===== config.mk =====
export PLATFORM = sky130hd
export DESIGN_NAME = dac_spi_master
export DESIGN_NICKNAME = d
export VERILOG_FILES = /design/src/rtl/dac_spi_master.sv
export SDC_FILE = /design/constraint.sdc
export NUM_CORES = 1
export LEC_CHECK = 0
export BUFFER_PORTS_ARGS = -buffer_cell sky130_fd_sc_hd__buf_2
export CAP_MARGIN = 25
export CORE_MARGIN = 4
export CORE_UTILIZATION = 30
export CTS_BUF_LIST = sky130_fd_sc_hd__clkbuf_4 sky130_fd_sc_hd__clkbuf_8 sky130_fd_sc_hd__clkbuf_16
export CTS_CLUSTER_SIZE = 8
export DETAILED_ROUTE_END_ITERATION = 10
export HOLD_SLACK_MARGIN = 0.08
export SLEW_MARGIN = 20
export SYNTH_ARGS = -nofsm -noshare
export SYNTH_HDL_FRONTEND = slang
export SYNTH_SLANG_ARGS = --single-unit

===== constraint.sdc =====
create_clock -name clk -period 4.75 [get_ports clk]
set_clock_uncertainty 0.1 [all_clocks]
set_input_delay 0.475 -clock clk [delete_from_list [all_inputs] [get_ports clk]]
set_output_delay 0.475 -clock clk [all_outputs]
set_load 0.02 [all_outputs]

===== src/rtl/dac_spi_master.sv =====
// Multi-channel SPI write master for serial DACs: SYNC-low framing, MSB first, SCLK idles high.
// Define DAC_SPI_READBACK_EN to add MISO capture (spi_miso, rd_data, rd_valid).
//
// state   | meaning
// --------+-----------------------------------------------------------
// S_IDLE  | ready for a command; bad channel pulses err and stays here
// S_SETUP | SYNC low, SCLK high, MSB driven, CLKDIV cycles
// S_SHIFT | DWIDTH bits, each CLKDIV low then CLKDIV high
// S_GAP   | all SYNC high for CS_GAP cycles, done on the last one
module dac_spi_master #(
  parameter int DWIDTH = 24,
  parameter int NCH    = 2,
  parameter int CLKDIV = 16,
  parameter int CS_GAP = 4
) (
  input  logic                   clk,
  input  logic                   rst_n,
  input  logic                   cmd_valid,
  output logic                   cmd_ready,
  input  logic [$clog2(NCH)-1:0] cmd_ch,
  input  logic [DWIDTH-1:0]      cmd_word,
  output logic                   spi_sclk,
  output logic                   spi_mosi,
  output logic [NCH-1:0]         spi_sync_n,
  output logic                   busy,
  output logic                   done,
  output logic                   err
`ifdef DAC_SPI_READBACK_EN
  ,
  input  logic                   spi_miso,
  output logic [DWIDTH-1:0]      rd_data,
  output logic                   rd_valid
`endif
);

  localparam int CW = $clog2(NCH);
  localparam int HW = (CLKDIV > 1) ? $clog2(CLKDIV) : 1;
  localparam int BW = $clog2(DWIDTH);
  localparam int GW = (CS_GAP > 1) ? $clog2(CS_GAP) : 1;

  localparam logic [HW-1:0] HALF_TC = HW'(CLKDIV - 1);
  localparam logic [BW-1:0] BIT_TC  = BW'(DWIDTH - 1);
  localparam logic [GW-1:0] GAP_TC  = GW'(CS_GAP - 1);
  localparam logic [CW:0]   NCH_L   = (CW + 1)'(NCH);

  localparam logic [1:0] S_IDLE  = 2'd0;
  localparam logic [1:0] S_SETUP = 2'd1;
  localparam logic [1:0] S_SHIFT = 2'd2;
  localparam logic [1:0] S_GAP   = 2'd3;

  logic [1:0]        r_state;
  logic [HW-1:0]     r_half;
  logic [BW-1:0]     r_bit;
  logic [GW-1:0]     r_gap;
  logic              r_phase;
  logic [DWIDTH-1:0] r_shreg;
  logic [CW-1:0]     r_ch;
  logic              r_ready;
  logic              r_busy;
  logic              r_done;
  logic              r_err;
  logic              r_sclk;
  logic              r_mosi;
  logic [NCH-1:0]    r_sync_n;

  logic              w_accept;
  logic              w_ch_ok;
  logic              w_active;
  logic [NCH-1:0]    w_sel;

  assign w_ch_ok  = ({1'b0, cmd_ch} < NCH_L);
  assign w_accept = (r_state == S_IDLE) && cmd_valid && r_ready;
  assign w_active = (r_state == S_SETUP) || (r_state == S_SHIFT);
  assign w_sel    = {{(NCH-1){1'b0}}, 1'b1} << r_ch;

  always_ff @(posedge clk or negedge rst_n) begin
    if (!rst_n) begin
      r_state <= S_IDLE;
      r_half  <= '0;
      r_bit   <= '0;
      r_gap   <= '0;
      r_phase <= 1'b0;
      r_shreg <= '0;
      r_ch    <= '0;
      r_ready <= 1'b1;
      r_busy  <= 1'b0;
      r_done  <= 1'b0;
      r_err   <= 1'b0;
    end else begin
      r_done <= 1'b0;
      r_err  <= 1'b0;
      case (r_state)
        S_IDLE: begin
          if (w_accept) begin
            if (w_ch_ok) begin
              r_ch    <= cmd_ch;
              r_shreg <= cmd_word;
              r_half  <= HALF_TC;
              r_ready <= 1'b0;
              r_busy  <= 1'b1;
              r_state <= S_SETUP;
            end else begin
              r_err <= 1'b1;
            end
          end
        end
        S_SETUP: begin
          if (r_half == '0) begin
            r_half  <= HALF_TC;
            r_phase <= 1'b0;
            r_bit   <= BIT_TC;
            r_state <= S_SHIFT;
          end else begin
            r_half <= r_half - 1'b1;
          end
        end
        S_SHIFT: begin
          if (r_half != '0) begin
            r_half <= r_half - 1'b1;
          end else if (!r_phase) begin
            // Rising SCLK: present the next bit (zeros fill in after the LSB).
            r_half  <= HALF_TC;
            r_phase <= 1'b1;
            r_shreg <= {r_shreg[DWIDTH-2:0], 1'b0};
          end else if (r_bit == '0) begin
            r_phase <= 1'b0;
            r_gap   <= GAP_TC;
            r_state <= S_GAP;
          end else begin
            r_half  <= HALF_TC;
            r_phase <= 1'b0;
            r_bit   <= r_bit - 1'b1;
          end
        end
        S_GAP: begin
          if (r_gap == '0) begin
            r_done  <= 1'b1;
            r_ready <= 1'b1;
            r_busy  <= 1'b0;
            r_state <= S_IDLE;
          end else begin
            r_gap <= r_gap - 1'b1;
          end
        end
        default: r_state <= S_IDLE;
      endcase
    end
  end

  // Pin registers follow the state one cycle later, so SYNC spans SETUP+SHIFT exactly.
  always_ff @(posedge clk or negedge rst_n) begin
    if (!rst_n) begin
      r_sclk   <= 1'b1;
      r_mosi   <= 1'b0;
      r_sync_n <= '1;
    end else begin
      r_sclk   <= !((r_state == S_SHIFT) && !r_phase);
      r_mosi   <= w_active && r_shreg[DWIDTH-1];
      r_sync_n <= w_active ? ~w_sel : '1;
    end
  end

  assign cmd_ready  = r_ready;
  assign busy       = r_busy;
  assign done       = r_done;
  assign err        = r_err;
  assign spi_sclk   = r_sclk;
  assign spi_mosi   = r_mosi;
  assign spi_sync_n = r_sync_n;

`ifdef DAC_SPI_READBACK_EN
  logic [DWIDTH-1:0] r_rd_sh;
  logic [DWIDTH-1:0] r_rd_data;
  logic              r_rd_valid;
  logic              w_fall;

  // First low-phase cycle: the pin SCLK falls on this edge.
  assign w_fall = (r_state == S_SHIFT) && !r_phase && (r_half == HALF_TC);

  always_ff @(posedge clk or negedge rst_n) begin
    if (!rst_n) begin
      r_rd_sh    <= '0;
      r_rd_data  <= '0;
      r_rd_valid <= 1'b0;
    end else begin
      r_rd_valid <= 1'b0;
      if (w_fall) begin
        r_rd_sh <= {r_rd_sh[DWIDTH-2:0], spi_miso};
      end
      if ((r_state == S_GAP) && (r_gap == '0)) begin
        r_rd_data  <= r_rd_sh;
        r_rd_valid <= 1'b1;
      end
    end
  end

  assign rd_data  = r_rd_data;
  assign rd_valid = r_rd_valid;
`endif

endmodule


## Word level (Yosys, flattened, before mapping)

Cells that the tools add are included.

- Register bits after elaboration: 46

- Multiplexer cells: 37
- Reductions and logical operators: 25
- Bitwise operators: 1
- Eq/ne operators: 13
- Shift operators: 1
- Add/sub/neg operators: 3

Operator list:

| operator | count |
|---|---|
| 24-bit two-way mux | 3 |
| 24-bit one-hot mux with 2 select lines | 1 |
| 4-bit two-way mux | 5 |
| 5-bit two-way mux | 4 |
| 2-bit two-way mux | 8 |
| 2-bit inequality test (second input constant) | 7 |
| 4-bit one-hot mux with 3 select lines | 1 |
| 5-bit one-hot mux with 2 select lines | 1 |
| 5-bit AND reduction | 2 |
| 1-bit two-way mux | 9 |
| 3-bit AND reduction | 3 |
| 2-bit one-hot mux with 4 select lines | 1 |
| 2-bit nonzero test | 4 |
| 1-bit one-hot mux with 2 select lines | 3 |
| 6-bit AND reduction | 1 |
| 5-bit zero test | 1 |
| 5-bit by 1-bit subtractor with 5-bit output (second input constant) | 1 |
| 2-bit equality test (second input constant) | 2 |
| 1-bit logical AND | 4 |
| 2-bit zero test | 2 |
| 4-bit zero test | 1 |
| 2-bit by 1-bit inequality test with 1-bit output (second input constant) | 2 |
| 4-bit inequality test (second input constant) | 1 |
| 2-bit one-hot mux with 2 select lines | 1 |
| 11 further kinds | 12 |

## Longest topological paths before layout

Gate-level depths: netlist (run 1).

- Depth after elaboration: 5
- Mapped depth: 7

## Worst setup path after synthesis (run 1)

OpenSTA, ideal clock, no wires.

- Kind: register -> register
- Start point: reg r_half[0]
- End point: reg r_state[1]
- Library setup time: 0.125 ns
- Data arrival time: 1.972 ns
- Period minus slack after synthesis: 2.197 ns
- Stages on the path, launching flop included: 8
- Setup slack: 2.553 ns
- Data required time: 4.525 ns
- Cells stage by stage: dfrtp_1 -> inv_1 -> ha_1 -> or3b_1 -> clkbuf_2 -> a21o_2 -> a211oi_2 -> mux2_2

- Longest elaborated chain between the ends: 3

Ends and longest elaborated chain:

| what | RTL line | RTL |
|---|---|---|
| from (decl) | 52 | `logic [HW-1:0] r_half;` |
| from (signal assigned) | 114 | `r_half <= r_half - 1'b1;` |
| from (signal assigned) | 119 | `r_half <= r_half - 1'b1;` |
| 4-bit nonzero test / 4-bit zero test (equally long branches) | 118, 108 |  |
| 2-bit inequality test (no line) / 2-bit by 1-bit inequality test with 1-bit output (equally long branches) | -- |  |
| 6-bit AND reduction (no line) (*) | -- |  |
| to (signal assigned) | 112 | `r_state <= S_SHIFT;` |
| to (signal assigned) | 128 | `r_state <= S_GAP;` |
| to (signal assigned) | 140 | `r_state <= S_IDLE;` |
| to (decl) | 51 | `logic [1:0] r_state;` |

Mark *: on every way between the ends. The rest lies on a longest branch, timed or not.
A chain may end at the register's enable or synchronous reset.

## Worst setup path after layout (run 1)

- Start point: reg r_state[0]
- End point: reg r_shreg[12]

- Longest elaborated chain between the ends: 5

Ends and longest elaborated chain:

| what | RTL line | RTL |
|---|---|---|
| from (signal assigned) | 78 | `r_state <= S_IDLE;` |
| from (signal assigned) | 101 | `r_state <= S_SETUP;` |
| from (signal assigned) | 112 |  |
| 2-bit zero test | 72, 92 |  |
| 1-bit logical AND (2 in series) | 72 | `assign w_accept = (r_state == S_IDLE) && cmd_valid && r_ready;` |
| 2-bit inequality test (no line) | -- |  |
| 4-bit AND reduction (no line) | -- |  |
| to (signal assigned) | 97 | `r_shreg <= cmd_word;` |
| to (signal assigned) | 124 | `r_shreg <= {r_shreg[DWIDTH-2:0], 1'b0};` |
| to (decl) | 56 | `logic [DWIDTH-1:0] r_shreg;` |

Parallel ways exist; a longest one is shown, timed or not.

==> results.toml, run 1 <==
[logic_synthesis]
syn_area_per_cell_um2 = 10.0
synthCells = 233
ys_seq_area_share_pct = 49.5
synth_top_area_share_pct = 45.0
synth_cell_type_count = 44
synth_area_um2 = 2330
synth_ff_type = "dfrtp_1"
netlist.top_cell.by_area = "dfrtp_1"
synth_common_cells = "dfrtp_1, a21oi_1, nor2_1"
syn_nets = 269
synth_edf_count = 0
synth-async-reset-ratio_pct = 100
ys_warn_count = 0
yosysMostFrequentCell = "dfrtp_1"
ys_ff_latch = 46
synth.area.top_cells = "dfrtp_1, mux2i_1, a21oi_1, nor2_1, dfstp_2"

[route]
wl_um = 4430
firstDrtPassIters = 4
drtIter0Drc = 124
ant_nets = 0
via_per_inst = 4.74
drc = 0
wl_per_cell_um = 12.1
dr_total_vias = 1735

[sta]
max_freq_mhz = 381
layout_min_cycle_time_ns = 2.63
finalSetupViolations = 0
maxSlewHeadroom_pct = 31.4
tightest_slew_ns = 1.03
hold_slack_ns = 0.308
hold_violations = 0
rsz0062_at_grt = "no"
slew_viol_final = 0
finalSetupTns_ns = 0
finalCritPeriodShare_pct = 55.3

[grt]
grt_pass1_wl_um = 7430
grt_use_total_pct = 10.0
antenna_found_initial = 0
overflow = 0
grt_pass1_vias = 1638
grt_max_degree = 49

[power]
p_int_uw = 524
power.share.sequential_pct = 59.4
power.leakage_uw = 0.00135
power_density_nw_per_um2 = 252
clockPowerShare_pct = 34.9
ir_drop_mv = 0.175
combPwrFrac_pct = 5.6
p_switching_uw = 161
p_sw_share_pct = 23.5

[clock_network]
clk_pin_slew_ns = 0.09
clk_latency_ns = 0.29
hold_buffers = 1
clock-root-buffer = "clkbuf_8"
cts_resized = 0
cts_tree = "built"
cts_setup_buffers = 0
clock-sinks = 46
clockBufferDepth = 2
tritoncts.num_buffers = 5
htree_levels = 2

[placement]
port_buffers = 34
dp_cells = 357
hpwl_um = 3160
dpl_cell_area_um2 = 2620
place.gp.congestion = 0.759

[floorplanning]
start_util_pct = 31.5
rows = 31
die-area_um2 = 9260
ios = 36
core-area_um2 = 7410
die_h_um = 96.2
die_x_um = 96.2

[status]
status = "completed"

[critical_path]
cp_max_fo = 48
criticalPathCategory = "flip-flop to flip-flop"
crit_required_ns = 4.88
cp.arrival_ns = 2.75
worst_setup_path_end_kind = "flip-flop"
worstSetupStartpointType = "flip-flop"
r2r_slack_ns = 2.12

[layout]
insertedDiodeCount = 0
final_area_um2 = 2720
final_cells = 366
area_growth_pct = 16.4
utilization_pct = 36.7
drive_gt1_share_pct = 22.5
layout.nets = 302

[worst_hold_path]
min_path_type = "input pin to flip-flop"

[run]
max_cap_violations = 0
-- layer usage --
metal	up-vias	routed length [um]	global-route usage [%]
li1	883	-	-
met1	810	2210	13.9
met2	40	1950	15.5
met3	2	248	3.05
met4	0	17	1.78
met5	-	0	0
-- state kept, by name, indices dropped and copies added, names as in the netlist, 2 cells and up --
signal and cells:
r_gap 2, r_shreg 24, r_bit 5, spi_sync_n 2, r_state 2, r_half 4
-- final timing paths --
| path | depth (start not counted) | start | endpoint |
|---|---|---|---|
| max | 7 | r_state[0]$_DFFE_PN0P_ | r_shreg[12]$_DFFE_PN0P_ |
| min | 3 | cmd_word[0] | r_shreg[0]$_DFFE_PN0P_ |
| max reg2reg | 7 | r_state[0]$_DFFE_PN0P_ | r_shreg[12]$_DFFE_PN0P_ |
| min reg2reg | 1 | r_ch$_DFFE_PN0P_ | spi_sync_n[1]$_DFF_PN1_ |
| max in group asynchronous | 3 | rst_n | spi_sclk$_DFF_PN1_ |
| min in group asynchronous | 2 | rst_n | r_shreg[6]$_DFFE_PN0P_ |
-- cells in the final DEF (no fill, tap or decap), types with 2 or more instances in the layout --
cell / n
a21oi_1: 32
a31o_2: 2
a31oi_1: 4
and2_1: 3
buf_2: 34
clkbuf_8: 5
dfrtp_1: 42
dfstp_2: 4
ha_1: 7
inv_1: 12
mux2_2: 2
mux2i_1: 24
nand2_1: 9
nand2b_1: 2
nand3_1: 2
nor2_1: 31
nor2b_1: 2
nor4b_1: 2
o21ai_0: 15
o22ai_1: 3
or3_1: 2
-- power groups by stage --
stage / logic, uW / clock network (uW) / registers, uW
6_report: 38.6 / 239 / 407
5_1_grt: 44.9 / 265 / 408
4_1_cts: 39.9 / 250 / 407
3_5_place_dp: 39.4 / 0 / 415
3_3_place_gp: 36.9 / 0 / 415
2_1_floorplan: 15.5 / 0 / 414
-- cell type report --
type                    instances  area (um2)
inverters                      12        45.0
repair buffers                 37         208
flip-flops and latches         46        1160
clock buffers                   5        68.8
multi-input cells             164        1090
fillers                       739        4690
well taps                      99         124
clock inverters                 3        21.3
-- critical path, cell delays in order (launching register included) --
cell	delay, ns
dfrtp_1	0.42
inv_1	0.12
ha_2	0.88
nor2_1	0.22
a211oi_4	0.20
buf_4	0.41
nor2_1	0.08
a21oi_1	0.13
-- cell families after synthesis --
| family | after synthesis | synth area share (%) |
|---|---|---|
| buf+inv | 23 | 4.23 |
| fa+ha+maj | 8 | 4.29 |
| other cells | 1 | 0.161 |
| compound gates | 67 | 17.0 |
| simple gates | 62 | 13.6 |
| flops | 46 | 49.5 |
| mux | 26 | 11.3 |
-- stage by stage --
step	setup WS, ns	power [uW]
final	2.12	685
after global routing	1.88	718
after global placement	2.16	452
after detailed placement	2.11	454
after floorplan	2.55	430
after CTS	2.08	697
No activity file was read; power rests on OpenSTA's default activity.
==> run 2, diff against run 1 <==
==> constraint.sdc (replaced) <==
create_clock -name clk -period 2.15 [get_ports clk]
set_clock_uncertainty 0.1 [all_clocks]
set_input_delay 0.215 -clock clk [delete_from_list [all_inputs] [get_ports clk]]
set_output_delay 0.215 -clock clk [all_outputs]
set_load 0.02 [all_outputs]
==> results.toml, run 2 (same netlist as run 1, synthesis figures left out) <==
[layout]
largestRegisters = "r_shreg: 24 flops, r_bit: 5 flops, r_half: 4 flops"
layout_common_cells = "dfrtp_1, buf_2, a21oi_1"
area_growth_pct = 26.4
drive_gt1_share_pct = 29.6
largest_reg_flops = 24
layout.nets = 323
insertedDiodeCount = 0
final_cells = 386
final_common_cell = "dfrtp_1"
regMostFlops = "r_shreg"

[critical_path]
criticalPathCategory = "flip-flop to flip-flop"
cp.arrival_ns = 2.16
critPathMaxStageDelay_ns = 0.48
r2r_slack_ns = 0.09
r2r-end = "r_shreg[0]$_DFFE_PN0P_"
rr_worst_depth = 7
crit_path_start = "r_half[1]$_DFFE_PN0P_"
worst_setup_path_end_kind = "flip-flop"
cp_slowest_cell = "or4b_4"
crit_required_ns = 2.24
crit_path_end = "r_shreg[0]$_DFFE_PN0P_"
cp_max_fo = 24
cp_cell_sequence = "inv_2, ha_4, or4b_4, a211oi_4, buf_6, buf_16, o21ai_0"
worstSetupStartpointType = "flip-flop"
regToRegStartpoint = "r_half[1]$_DFFE_PN0P_"

[placement]
hpwl_um = 3340
port_buffers = 34
dp_cells = 370
place.gp.congestion = 0.798

[clock_network]
clk_pin_slew_ns = 0.09
tritoncts.num_buffers = 5
clk_latency_ns = 0.30
cts_tree = "built"
clock-root-buffer = "clkbuf_8"
clock-sinks = 46
clockBufferDepth = 2
htree_levels = 2

[sta]
tightest_slew_ns = 0.505
finalCritPeriodShare_pct = 96.0
layout_min_cycle_time_ns = 2.06
max_freq_mhz = 484
slew_viol_final = 0
maxSlewHeadroom_pct = 66.2
rsz0062_at_grt = "no"
hold_violations = 0
finalSetupViolations = 0
finalSetupTns_ns = 0

[route]
drtIter0Drc = 37
via_per_inst = 4.77
wl_um = 4980
dr_total_vias = 1842
drc = 0
firstDrtPassIters = 4
ant_nets = 0
wl_per_cell_um = 12.9

[status]
status = "completed"

[floorplanning]
die_h_um = 96.2
ios = 36
core-area_um2 = 7410
start_util_pct = 31.5
die_x_um = 96.2
die-area_um2 = 9260
rows = 31

[run]
max_cap_violations = 0

[power]
power_density_nw_per_um2 = 512
ir_drop_mv = 0.302
power.leakage_uw = 0.00146

[grt]
grt_pass1_wl_um = 8280
grt_use_total_pct = 11.2
overflow = 0
antenna_found_initial = 0
grt_pass1_vias = 1885
grt_max_degree = 47

[worst_hold_path]
min_path_type = "input pin to flip-flop"
run 2: what timing repair did:
item / 4_1_cts / 5_1_grt
endpoints found under the setup margin: 6 / 33
setup buffers: 1 / 4
pin swaps: 1 / 3
cloned: 1 / 0
resized for setup: 4 / 8
hold buffers: 3 / 0
endpoints found under the hold margin: 48 / 0
run 2: worst max-delay path: cells and delay by family (launching register included):
kind                       cells  cell delay (ns)
DFF                            1             0.40
AOI/OAI and AO/OA              2             0.42
and+or+nand+nor                1             0.48
adders and majority gates      1             0.15
buffers and inverters          3             0.39
run 2: per-layer routing:
| layer | wire [um] | global-route usage [%] |
|---|---|---|
| met4 | 40 | 3.32 |
| met5 | 0 | 0 |
| met1 | 2330 | 14.1 |
| met3 | 240 | 3.36 |
| met2 | 2370 | 18.3 |
run 2: through the flow:
step           area (um2)  hold slack, ns  setup WS, ns  utilization [%]  total power [uW]
2_1_floorplan        2340          -0.181       0.00308                -               949
3_3_place_gp         2730           0.122        0.0460             36.9              1000
3_5_place_dp         2730           0.120       0.00471             36.9              1000
4_1_cts              2900          0.0947        0.0129             39.1              1530
5_1_grt              2950           0.112       0.00109             39.8              1580
6_report             2950          0.0960        0.0852             39.8              1510
run 2: worst min path at each step:
stage	from	end	slack, ns	cells past startpoint
after floorplan	rst_n	busy$_DFFE_PN0P_	-0.18	0
after global placement	rst_n	r_bit[2]$_DFFE_PN0P_	0.12	2
after detailed placement	rst_n	r_bit[2]$_DFFE_PN0P_	0.12	2
after CTS	cmd_word[3]	r_shreg[3]$_DFFE_PN0P_	0.09	3
after global routing	cmd_word[3]	r_shreg[3]$_DFFE_PN0P_	0.11	3
final	cmd_word[3]	r_shreg[3]$_DFFE_PN0P_	0.1	3
run 2: layout make-up:
type / instances / area [um2]
Fill cell: 729 / 4460
Sequential cell: 46 / 1160
Multi-Input combinational cell: 164 / 1130
Timing Repair Buffer: 58 / 407
Tap cell: 99 / 124
Clock buffer: 5 / 68.8
Inverter: 12 / 45.0
Clock inverter: 2 / 15.0
run 2: power by group:
part	leakage (uW)	internal (uW)	switching [uW]
sequential	0.000549	888	12.0
combinational	0.000876	44.5	44.9
clock	0.0000362	222	299
total	0.00146	1150	356
